**config.mk**
```make
export PLATFORM = sky130hd
export DESIGN_NAME = c7bbiu_rd
export DESIGN_NICKNAME = d
export VERILOG_FILES = /design/src/rtl/c7bbiu_rd.sv
export SDC_FILE = /design/constraint.sdc
export NUM_CORES = 1
export LEC_CHECK = 0
export BUFFER_PORTS_ARGS = -buffer_cell sky130_fd_sc_hd__buf_4
export CAP_MARGIN = 20
export CORE_AREA = 2 2 85 87
export DETAILED_ROUTE_END_ITERATION = 7
export DIE_AREA = 0 0 87 89
export PLACE_DENSITY = 0.74
export SLEW_MARGIN = 10
export SYNTH_ARGS = -nofsm -noshare
export SYNTH_HDL_FRONTEND = slang
export SYNTH_SLANG_ARGS = --single-unit
```
**constraint.sdc**
```tcl
create_clock -name clk -period 2.8 [get_ports clk]
set_clock_uncertainty 0.2 [all_clocks]
set_input_delay 0.42 -clock clk [delete_from_list [all_inputs] [get_ports clk]]
set_output_delay 0.42 -clock clk [all_outputs]
set_load 0.02 [all_outputs]
```
**src/rtl/c7bbiu_rd.sv**
```systemverilog
// Read-side bus interface: turns instruction-cache linefill/single requests
// into single-outstanding AXI4 read bursts and streams the beats back.
module c7bbiu_rd #(
    parameter logic [3:0]  AXI_ID     = 4'h0,
    parameter int unsigned LINE_BEATS = 4
) (
    input  logic        clk,
    input  logic        reset,
    input  logic        icu_biu_req,
    input  logic [28:0] icu_biu_addr,
    input  logic        icu_biu_single,
    output logic        biu_icu_ack,
    output logic        biu_icu_data_valid,
    output logic        biu_icu_data_last,
    output logic [63:0] biu_icu_data,
    output logic        biu_icu_fault,
    output logic        axi_arvalid,
    input  logic        axi_arready,
    output logic [31:0] axi_araddr,
    output logic [3:0]  axi_arid,
    output logic [7:0]  axi_arlen,
    output logic [2:0]  axi_arsize,
    output logic [1:0]  axi_arburst,
    input  logic        axi_rvalid,
    output logic        axi_rready,
    input  logic [63:0] axi_rdata,
    input  logic [1:0]  axi_rresp,
    input  logic        axi_rlast
);

    typedef enum logic [1:0] {
        IDLE = 2'd0,
        ADDR = 2'd1,
        DATA = 2'd2
    } state_t;

    localparam logic [7:0] LINE_LEN = 8'(LINE_BEATS - 1);

    state_t      state_q, state_d;
    logic [28:0] addr_q, addr_d;
    logic        single_q, single_d;
    logic [7:0]  arlen_q, arlen_d;
    logic [7:0]  cnt_q, cnt_d;
    logic        err_q, err_d;

    logic        beat;
    logic        cnt_done;
    logic        unused_rresp0;

    assign unused_rresp0 = axi_rresp[0];

    // AR fields come only from latched registers so they hold while stalled.
    assign axi_araddr  = {addr_q, 3'b000};
    assign axi_arid    = AXI_ID;
    assign axi_arlen   = arlen_q;
    assign axi_arsize  = 3'b011;
    assign axi_arburst = 2'b01;

    assign cnt_done = (cnt_q == arlen_q);

    always_ff @(posedge clk) begin
        if (reset) begin
            state_q  <= IDLE;
            addr_q   <= '0;
            single_q <= 1'b0;
            arlen_q  <= '0;
            cnt_q    <= '0;
            err_q    <= 1'b0;
        end else begin
            state_q  <= state_d;
            addr_q   <= addr_d;
            single_q <= single_d;
            arlen_q  <= arlen_d;
            cnt_q    <= cnt_d;
            err_q    <= err_d;
        end
    end

    always_comb begin
        state_d            = state_q;
        addr_d             = addr_q;
        single_d           = single_q;
        arlen_d            = arlen_q;
        cnt_d              = cnt_q;
        err_d              = err_q;
        beat               = 1'b0;
        axi_arvalid        = 1'b0;
        axi_rready         = 1'b0;
        biu_icu_ack        = 1'b0;
        biu_icu_data_valid = 1'b0;
        biu_icu_data_last  = 1'b0;
        biu_icu_data       = '0;
        biu_icu_fault      = 1'b0;

        unique case (state_q)
            IDLE: begin
                if (icu_biu_req) begin
                    addr_d   = icu_biu_addr;
                    single_d = icu_biu_single;
                    arlen_d  = icu_biu_single ? 8'd0 : LINE_LEN;
                    cnt_d    = '0;
                    err_d    = 1'b0;
                    state_d  = ADDR;
                end
            end
            ADDR: begin
                axi_arvalid = 1'b1;
                if (axi_arready) begin
                    biu_icu_ack = 1'b1;
                    state_d     = DATA;
                end
            end
            DATA: begin
                axi_rready = 1'b1;
                beat       = axi_rvalid;
                if (beat) begin
                    biu_icu_data_valid = 1'b1;
                    biu_icu_data       = axi_rdata;
                    cnt_d              = cnt_q + 8'd1;
                    err_d              = err_q | axi_rresp[1];
                    // Either side ending the burst terminates it; disagreement is a fault.
                    if (cnt_done || axi_rlast) begin
                        biu_icu_data_last = 1'b1;
                        biu_icu_fault     = err_q | axi_rresp[1] | (axi_rlast != cnt_done);
                        state_d           = IDLE;
                    end
                end
            end
            default: state_d = IDLE;
        endcase
    end

endmodule
```
==> results.json <==
{
  "cp.required_ps": 2180,
  "die_height_um": 89,
  "hold_class": "in2reg",
  "cts_buffer_depth": 2,
  "peakVddDrop_mv": 0.281,
  "synth-edff-count": 0,
  "outcome": "complete, but fails checks",
  "ant_nets": 0,
  "finalHoldViolCount": 0,
  "max_stage_delay_ps": 530,
  "leakage_nw": 1.98,
  "tightest_slew_ps": 984,
  "violations": "negative setup slack",
  "synth-seq-cells": 41,
  "drt_iter0_markers": 68,
  "grt_pass1_wl_um": 11200,
  "max-slew-margin-rel_pct": 34.4,
  "htree_levels": 2,
  "clk_pin_slew_ps": 80,
  "p_per_area_mw_per_mm2": 405,
  "numCtsBuffers": 5,
  "antenna_found_initial": 0,
  "path_cells": "or4_4 -> nor3_2 -> o21ai_1 -> ha_2 -> nand2b_4 -> nor3b_2 -> o31a_1 -> buf_6",
  "synth_area_mm2": 0.00225,
  "seq_area_frac_synth_pct": 36.4,
  "ys_types": 41,
  "ys_top_cells_by_area": "dfxtp_1, and2_1, nand2_1, a21oi_1, buf_4",
  "yosys.area.top_type_share_pct": 36.4,
  "port_buffers": 201,
  "criticalPathCategory": "reg2out",
  "insertion_delay_ps": 290,
  "io_pins": 221,
  "cts_sinks": 41,
  "rsz0062_at_grt": "yes",
  "p_total_mw": 1.58,
  "path_max_fanout": 2,
  "insertedDiodeCount": 0,
  "yosys_warnings": 0,
  "vias": 2557,
  "endpoint_kind": "primary output",
  "fin_crit_sh_pct": 100,
  "tritoncts": "built",
  "gp_congestion": 0.823,
  "viasPerCell": 4.53,
  "finalMaxSlewViolations": 0,
  "worst_slack_ps": -1.94,
  "grt-ovfl-total": 0,
  "core_area_mm2": 0.00672,
  "cp_data_arrival_time_ps": 2180,
  "yosysMostFrequentCell": "and2_1",
  "synth_common_cells": "and2_1, nand2_1, dfxtp_1, a21oi_1, buf_4",
  "drc": 0,
  "yosysTopAreaCell": "dfxtp_1",
  "grt_pass1_vias": 2263,
  "slowest_stage": "or4_4",
  "std_cell_rows": 30,
  "routed_wl_um": 7780,
  "area_delta_synth_final_pct": 72.8,
  "num-fill-cells": 653,
  "grt_max_degree": 74,
  "avgSynthCellArea_um2": 7.62,
  "async_flop_share_pct": 0,
  "dieWidth_um": 87,
  "start_kind": "flop",
  "firstDrtPassIters": 4,
  "ys.flop_type": "dfxtp_1",
  "setup_viol": 1,
  "grt_use_total_pct": 18.6,
  "drive_gt1_share_pct": 46.0,
  "final_nets": 588,
  "wl_per_cell_um": 13.8,
  "cts-root-buf": "clkbuf_8",
  "min_period_ps": 2800,
  "place_ws_ps": 226,
  "start_util_pct": 33.6,
  "dp_hpwl_um": 6180,
  "fp.dieArea_mm2": 0.00774,
  "max_freq_mhz": 357,
  "drv_cap": 0,
  "synthCells": 296
}
cells by family after synthesis:
group,share of synthesized area [%]
mux,1.39
buf+inv,11.2
flops,36.4
other cells,0.333
compound gates,12.2
fa+ha+maj,1.11
simple gates,37.4
layout make-up:
cell class / instances / area [µm²] / area share (%)
Clock inverter: 3 / 68.8 / 1.77
Clock buffer: 5 / 68.8 / 1.77
Timing Repair Buffer: 205 / 1550 / 39.7
Multi-Input combinational cell: 227 / 1270 / 32.6
Sequential cell: 41 / 823 / 21.1
Inverter: 4 / 17.5 / 0.450
Tap cell: 80 / 100 / 2.57
stage by stage:
stage	setup TNS, ps	hold slack (ps)	cells	area (µm²)	util, %
finish	-1.94	102	565	3900	58.0
detailed placement	0	247	555	3710	55.3
CTS	0	94.2	565	3890	57.9
global route	-80.9	98.8	565	3900	58.0
floorplan	0	242	312	2320	-
global placement	0	242	555	3710	55.3
timing repair:
item | CTS | global route
hold buffers | 0 | 0
gates resized for setup | 6 | 4
endpoints found under the setup margin | 2 | 66
pin swaps | 1 | 0
buffers inserted | 2 | 0
cell usage in the layout, fill, tap and decap left out, types with 2 or more instances in the layout:
cell	netlist	routed
dfxtp_2	0	2
a211oi_1	2	2
conb_1	2	18
nor3_1	3	2
bufinv_16	0	2
inv_1	3	3
nor2b_1	2	2
a21oi_1	34	34
clkbuf_8	0	5
nand4_1	2	2
buf_6	1	2
nor3b_1	4	3
a311oi_1	2	2
mux2i_1	2	2
buf_4	19	203
nand3_1	2	2
o21ai_0	2	2
nand2_1	60	60
nor2_1	6	6
and2_1	64	64
dfxtp_1	41	39
and3_1	2	2
metal layers:
layer	GRT usage (%)	vias to the layer above	part of all wire, %
li1	-	1299	-
met1	19.8	1135	35
met2	34.8	116	54
met3	6.83	7	9.8
met4	4.26	0	1.2
met5	0	-	0
path summary, 6_finish.rpt:
path / depth (start not counted) / start / slack, ps / to
worst max-delay path: 8 / cnt_q[4] / -2 / biu_icu_fault
worst min-delay path: 2 / icu_biu_single / 100 / axi_arlen[0]
worst max register to register: 3 / state_q[1] / 780 / addr_q[9]
worst min register to register: 2 / addr_q[24] / 260 / addr_q[24]
sequential cells by signal, indices dropped and copies added, names as in the netlist:
signal	cells
addr_q	29
cnt_q	8
state_q	2
axi_arlen	1
err_q	1
critical path: cells and delay by family (launching register included):
family	cells	cell delay (ps)
buffers and inverters	1	120
DFF	1	330
and+or+nand+nor	4	980
adders and majority gates	1	180
AOI/OAI and AO/OA	2	290
where the power goes:
group / switching [mW] / total [mW] / internal [mW]
logic: 0.185 / 0.366 / 0.181
registers: 0.0194 / 0.633 / 0.614
clock network: 0.218 / 0.577 / 0.359
No activity file was read; power rests on OpenSTA's default activity.
